## src/rtl/i2s_tx_pkg.sv

```systemverilog
// Shared state encoding and default geometry for the I2S transmit path.
package i2s_tx_pkg;

  typedef enum logic [1:0] {
    IDLE  = 2'd0,
    LEFT  = 2'd1,
    RIGHT = 2'd2
  } i2s_state_t;

  localparam int DEF_DATA_WIDTH = 16;
  localparam int DEF_SLOT_WIDTH = 32;
  localparam int DEF_CLK_DIV    = 4;

endpackage

```

## src/rtl/i2s_sclk_gen.sv

```systemverilog
// Bit-clock divider: sclk toggles every CLK_DIV clk cycles while not cleared.
// Ticks are combinational and flag the cycle whose closing edge toggles sclk.
module i2s_sclk_gen
  import i2s_tx_pkg::*;
#(
  parameter int CLK_DIV = DEF_CLK_DIV
) (
  input  logic clk,
  input  logic rst,
  input  logic clear,
  output logic sclk,
  output logic rise_tick,
  output logic fall_tick
);

  localparam int CNT_W = (CLK_DIV > 1) ? $clog2(CLK_DIV) : 1;
  localparam logic [CNT_W-1:0] CNT_LAST = CNT_W'(CLK_DIV - 1);

  logic [CNT_W-1:0] cnt;
  logic             wrap;

  assign wrap      = ~clear & (cnt == CNT_LAST);
  assign rise_tick = wrap & ~sclk;
  assign fall_tick = wrap & sclk;

  always_ff @(posedge clk) begin
    if (rst || clear) begin
      cnt  <= '0;
      sclk <= 1'b0;
    end else if (wrap) begin
      cnt  <= '0;
      sclk <= ~sclk;
    end else begin
      cnt <= cnt + 1'b1;
    end
  end

endmodule

```

## src/rtl/i2s_tx_serializer.sv

```systemverilog
// I2S transmitter: one-deep stereo holding register feeding MSB-first slot shifters.
// sample_ready drops while the holding register is full; frames run back to back while enabled.
module i2s_tx_serializer
  import i2s_tx_pkg::*;
#(
  parameter int DATA_WIDTH = DEF_DATA_WIDTH,
  parameter int SLOT_WIDTH = DEF_SLOT_WIDTH,
  parameter int CLK_DIV    = DEF_CLK_DIV
) (
  input  logic                  clk,
  input  logic                  rst,
  input  logic                  enable,
  input  logic                  sample_valid,
  output logic                  sample_ready,
  input  logic [DATA_WIDTH-1:0] sample_left,
  input  logic [DATA_WIDTH-1:0] sample_right,
  output logic                  sclk,
  output logic                  ws,
  output logic                  sd,
  output logic                  underrun,
  output logic                  busy
);

  localparam int PAD   = SLOT_WIDTH - DATA_WIDTH;
  localparam int BIT_W = $clog2(SLOT_WIDTH);
  localparam logic [BIT_W-1:0] LAST_BIT = BIT_W'(SLOT_WIDTH - 1);

  i2s_state_t            state;
  logic                  hold_full;
  logic [DATA_WIDTH-1:0] hold_left;
  logic [DATA_WIDTH-1:0] hold_right;
  logic [SLOT_WIDTH-1:0] left_sh;
  logic [SLOT_WIDTH-1:0] right_sh;
  logic [BIT_W-1:0]      bit_cnt;
  logic                  slot_end;
  logic                  idle;
  logic                  rise_tick;
  logic                  fall_tick;
  logic                  accept;
  logic                  frame_end;
  logic                  load;

  assign idle         = (state == IDLE);
  assign busy         = ~idle;
  assign sample_ready = ~hold_full;
  assign accept       = sample_valid & ~hold_full;
  assign frame_end    = (state == RIGHT) & fall_tick & slot_end;
  assign load         = enable & (idle | frame_end);

  i2s_sclk_gen #(
    .CLK_DIV(CLK_DIV)
  ) u_sclk_gen (
    .clk      (clk),
    .rst      (rst),
    .clear    (idle),
    .sclk     (sclk),
    .rise_tick(rise_tick),
    .fall_tick(fall_tick)
  );

  always_ff @(posedge clk) begin
    if (rst) begin
      state      <= IDLE;
      ws         <= 1'b0;
      sd         <= 1'b0;
      underrun   <= 1'b0;
      hold_full  <= 1'b0;
      hold_left  <= '0;
      hold_right <= '0;
      left_sh    <= '0;
      right_sh   <= '0;
      bit_cnt    <= '0;
      slot_end   <= 1'b0;
    end else begin
      underrun <= load & ~hold_full;

      // A transfer reads the old holding content before a same-cycle accept overwrites it.
      if (accept) begin
        hold_left  <= sample_left;
        hold_right <= sample_right;
        hold_full  <= 1'b1;
      end else if (load) begin
        hold_full <= 1'b0;
      end

      // Slot-end is resolved on the rise so the fall tick only has to consult a flop.
      if (rise_tick) slot_end <= (bit_cnt == LAST_BIT);

      unique case (state)
        IDLE: begin
          if (enable) begin
            state    <= LEFT;
            ws       <= 1'b0;
            sd       <= 1'b0;
            bit_cnt  <= '0;
            slot_end <= 1'b0;
          end
        end
        LEFT: begin
          if (fall_tick) begin
            sd      <= left_sh[SLOT_WIDTH-1];
            left_sh <= left_sh << 1;
            if (slot_end) begin
              state   <= RIGHT;
              ws      <= 1'b1;
              bit_cnt <= '0;
            end else begin
              bit_cnt <= bit_cnt + 1'b1;
            end
          end
        end
        RIGHT: begin
          if (fall_tick) begin
            sd       <= right_sh[SLOT_WIDTH-1];
            right_sh <= right_sh << 1;
            if (slot_end) begin
              bit_cnt <= '0;
              ws      <= 1'b0;
              if (enable) begin
                state <= LEFT;
              end else begin
                state <= IDLE;
                sd    <= 1'b0;
              end
            end else begin
              bit_cnt <= bit_cnt + 1'b1;
            end
          end
        end
        default: state <= IDLE;
      endcase

      if (load) begin
        left_sh  <= hold_full ? (SLOT_WIDTH'(hold_left) << PAD) : '0;
        right_sh <= hold_full ? (SLOT_WIDTH'(hold_right) << PAD) : '0;
      end
    end
  end

endmodule
```

## config.mk

```make
export PLATFORM = sky130hd
export DESIGN_NAME = i2s_tx_serializer
export DESIGN_NICKNAME = d
export VERILOG_FILES = /design/src/rtl/i2s_tx_pkg.sv /design/src/rtl/i2s_sclk_gen.sv /design/src/rtl/i2s_tx_serializer.sv
export SDC_FILE = /design/constraint.sdc
export NUM_CORES = 1
export LEC_CHECK = 0
export ABC_AREA = 1
export CORE_MARGIN = 2
export CORE_UTILIZATION = 33
export CTS_BUF_LIST = sky130_fd_sc_hd__clkbuf_8 sky130_fd_sc_hd__clkbuf_16
export CTS_CLUSTER_SIZE = 30
export DETAILED_ROUTE_END_ITERATION = 10
export PLACE_DENSITY = 0.57
export REMOVE_ABC_BUFFERS = 1
export SYNTH_ARGS = -nofsm -noshare
export SYNTH_HDL_FRONTEND = slang
export SYNTH_SLANG_ARGS = --single-unit
```

## constraint.sdc

```tcl
create_clock -name clk -period 5.2 [get_ports clk]
set_clock_uncertainty 0.2 [all_clocks]
set_input_delay 1.04 -clock clk [delete_from_list [all_inputs] [get_ports clk]]
set_output_delay 1.04 -clock clk [all_outputs]
set_load 0.05 [all_outputs]
```

---- Word-level counts from Yosys, hierarchy flattened ----
Index checks and enable logic that the tools add are counted.
word-level totals
  register bits ........................... 111
  bits of input ports ..................... 36
cells by class
  mux-type cells .......................... 35
  equal/unequal tests ..................... 10
  bitwise logic cells ..................... 12
  reductions and logical operators ........ 16
  $add $sub $neg .......................... 2
operator list
  operator               count
  $mux W32               8
  $mux W1                15
  $mux W5                3
  $mux W2                5
  $ne A2 B2 Y1 const B   5
  $pmux W5 S2            1
  $reduce_bool A2 Y1     5
  $and A1 B1 Y1          8
  $pmux W1 S3            2
  $pmux W2 S3            1
  $reduce_and A6 Y1      1
  $add A5 B1 Y5 const B  1
  $eq A5 B5 Y1 const B   1
  $reduce_and A5 Y1      1
  $eq A2 B2 Y1 const B   2
  $reduce_and A2 Y1      2
  $reduce_and A4 Y1      1
  $reduce_or A2 Y1       2
  $not A1 Y1             3
  $reduce_and A3 Y1      1
  $reduce_bool A3 Y1     1
  $add A2 B1 Y2 const B  1
  $eq A2 B1 Y1 const B   1
  $logic_not A2 Y1       1
  other kinds (3)        3

---- Longest topological paths before layout ----
  word-level depth ........................ 10
  mapped depth ............................ 12
  depth with buffers taken out ............ 11

---- Cells and area by module ----
Synthesis repeated with hierarchy kept, for this count alone.
second synthesis, totals
  cells, all modules ...................... 561
  area, all modules ....................... 3,796.1 um^2
by module, submodules not included
  module             area an instance (um^2)  cells an instance  instances  sequential area each (um^2)
  i2s_tx_serializer  3,663.5                  543                1          1,521.5
  i2s_sclk_gen       132.6                    18                 1          60.1

---- Least setup slack after synthesis ----
Ideal clock, no wire load.
  path kind ............................... register to output
  start point ............................. reg state[0]
  end point ............................... out busy
  data arrival time ....................... 0.934 ns
  required time ........................... 3.960 ns
  setup slack ............................. 3.026 ns
  stages on the path, launching flop included .. 4
  cell sequence ........................... dfxtp_1 > inv_1 > ha_1 > inv_4
between the ends
  cells in the longest elaborated chain, start to end .. 2
ends and longest elaborated chain
  what                    line                      RTL
  from (decl)             i2s_tx_serializer.sv:28   i2s_state_t state;
  from (signal assigned)  i2s_tx_serializer.sv:63   state <= IDLE;
  from (signal assigned)  i2s_tx_serializer.sv:92   state <= LEFT;
  from (signal assigned)  i2s_tx_serializer.sv:104  state <= RIGHT;
  $logic_not A2 Y1        i2s_tx_serializer.sv:43   assign idle = (state == IDLE);
  $not A1 Y1              i2s_tx_serializer.sv:44   assign busy = ~idle;
  to (decl)               i2s_tx_serializer.sv:21   output logic busy
No other way between the ends.

---- Worst setup path in the final report ----
Same ends and word-level chain as after synthesis.

==> impl_metrics.ini <==
[setup_path]
critical_path.max_stage_delay_ns = 0.81
end_kind = primary output
arrival_ns = 2.14
critical_path_class = reg -> out
crit_required_ns = 3.96
critical_path.cell_chain = inv_1 > ha_1 > inv_4 > clkdlybuf4s50_1
slowest_stage = sky130_fd_sc_hd__clkdlybuf4s50_1
path_delay_family = buffers and inverters
kind_of_launch_point_of_the_worst_setup_path = register
path_buf_inv = 3
maximum_fanout_encountered_on_the_critical_timing_path = 6

[detailed_routing]
met2_length_um = 3880
finalWirelength_um = 8360
post_drt_wl_per_cell_um = 11.0
drtAntennaViolNets = 0
routed_met3_length_um = 291
post-route-drc-count = 0
top_signal_layer_used = met4
vias = 3445
viasPerCell = 4.53
drtPass1Iterations = 4
1st_iter_drt_viols = 127
drt-met1-wl_um = 4040

[finish]
layout-drive-gt1-share_pct = 5.35
fillCellCount = 1215
num-nets-final = 658
syn2layout_area_growth_pct = 21.1
num_antenna_cells = 0
finish.instance_area_um2 = 4700

[timing]
maxSlewHeadroom_pct = 35.8
grt_setup_unrepaired = no
final_min_period_over_clock_period_pct = 65.0
fin_crit_ns = 3.38
finalSetupTns_ns = 0
finalSetupViolations = 0
max_slew.worst_pin.slew_ns = 0.962
fmax_mhz = 296
final_hold_viol_count = 0
timing_max_transition_violations_final = 0
timing.final.ws_setup_ns = 1.82

[yosys]
yosys-top-cells-count = 123 x sky130_fd_sc_hd__nand2_1, 117 x sky130_fd_sc_hd__nor2_1, 88 x sky130_fd_sc_hd__inv_1
synth_ff_type = sky130_fd_sc_hd__dfxtp_1
synth.ff_latch_count = 79
synth_most_common_cell = sky130_fd_sc_hd__nand2_1
syn-instance-count = 588
cell_variety_after_synth = 27
synth.yosys.warnings = 0
mappedNetlistArea_um2 = 3880
seq_area_frac_synth_pct = 40.7
synth_async_sr_flop_share_pct = 0
synth.area.top_cells = sky130_fd_sc_hd__dfxtp_1 41%, sky130_fd_sc_hd__nand2_1 12%, sky130_fd_sc_hd__nor2_1 11%
synth_top_cell_area_share_pct = 40.7
synth_enable_flop_cells = 0
syn_avg_cell_area_um2 = 6.61
synth_top_cell_by_area = sky130_fd_sc_hd__dfxtp_1

[floorplan]
die-area_um2 = 12700
floorplan.rows = 39
coreArea_um2 = 11500
die_height_um = 113
start_util_pct = 33.9
die_x_um = 113
boundaryPins = 42

[cts]
clock_insertion_delay_worst_skew_ns = 0.34
cts_resized = 0
cts.root.buffer_cell = sky130_fd_sc_hd__clkbuf_16
cts_made_buffers = 9
cts.reportedPaths.clkPinSlew_ns = 0.06
post-cts-setup-buffers = 0
clock_sink_count = 79
ctsHtreeMaxLevel = 3
cts_hold_buffers = 0
tritoncts = built
cts_max_path_buffers = 2

[global_route]
grt_pass1_vias = 3340
antenna_found_initial = 0
gr-usage-all-layers_pct = 13.8
grt_first_pass_wirelength_um = 14500
maximum_number_of_pins_on_one_net_before_global_route_repair = 43
global_route.overflow_total = 0

[run_status]
outcome = finished, final reports clean

[power]
power_density_nw_per_um2 = 440
irDropWorstVdd_mv = 0.245
leakagePower_nw = 2.38

[placed_design]
io_buffer_count = 41
dpl-instance-area_um2 = 4320
dp.final_hpwl_um = 5450
finalWeightedCongestion = 0.790
placement.setup.worst_slack_ns = 1.52

[job]
max-cap-violations = 0

[worst_hold_path]
worstHoldPathType = reg -> reg
## metrics by stage
step,util [%],cells,total power [mW],hold slack [ns]
6_report,41.0,760,2.07,0.220
4_1_cts,41.0,760,2.09,0.223
3_3_place_gp,37.7,745,1.27,0.207
3_5_place_dp,37.7,745,1.28,0.215
2_1_floorplan,-,558,1.11,0.197
5_1_grt,41.0,760,2.18,0.255
## cell families after synthesis
logic type | after synthesis | share of synthesized area (%)
and+or+nand+nor | 330 | 36.1
AOI/OAI and AO/OA | 48 | 6.57
adders and majority gates | 9 | 2.90
xor gates and xnor gates | 1 | 0.225
DFF | 79 | 40.7
buffers and inverters | 121 | 13.5
## state kept, by name (all words and copies together) (netlist names)
signal,flops
hold_left,16
hold_right,16
left_sh,16
right_sh,16
bit_cnt,5
state,2
u_sclk_gen.cnt,2
hold_full,1
sd,1
slot_end,1
u_sclk_gen.sclk,1
underrun,1
ws,1
## layout make-up
class,instances,area [um2],area share (%)
flip-flops and latches,79,1580,33.6
multi-input cells,388,1780,37.9
clock inverters,6,158,3.35
clock buffers,9,225,4.79
repair buffers,44,433,9.20
inverters,91,347,7.37
well taps,143,179,3.80
## worst paths after layout
check / start / endpoint / slack (ns) / cells past startpoint
setup / recovery: state[0] / busy / 1.82 / 4
hold / removal: u_sclk_gen.cnt[0] / u_sclk_gen.cnt[0] / 0.22 / 1
setup reg to reg: state[0] / left_sh[16] / 2.18 / 8
hold reg to reg: u_sclk_gen.cnt[0] / u_sclk_gen.cnt[0] / 0.22 / 1
## power breakdown
part	leakage [nW]	internal, mW	total [mW]	switching, mW
sequential	0.646	0.669	0.706	0.0369
combinational	1.56	0.174	0.555	0.382
clock	0.182	0.563	0.811	0.247
total	2.38	1.41	2.07	0.666
## layout by cell type (no fill, tap or decap), drive strengths merged
cell,Yosys,routed
a21oi,6,6
clkinvlp,0,1
inv,90,90
bufinv,0,5
nor3,9,9
clkinv,1,1
nand2,128,128
clkdlybuf4s50,0,41
ha,9,9
clkbuf,14,9
dfxtp,79,79
nand3,72,72
o21ai,39,39
nor2,119,119
o21bai,1,1
xor2,1,1
a211oi,1,1
nand4,2,2
buf,16,3
o211ai,1,1
## routing by layer
| metal | up-vias | GRT usage, % |
|---|---|---|
| met5 | - | 0 |
| met4 | 0 | 5.85 |
| met3 | 11 | 2.48 |
| met2 | 42 | 23.8 |
| met1 | 1547 | 16.9 |
| li1 | 1845 | - |
Note: power is estimated with default switching activity, not from simulation.
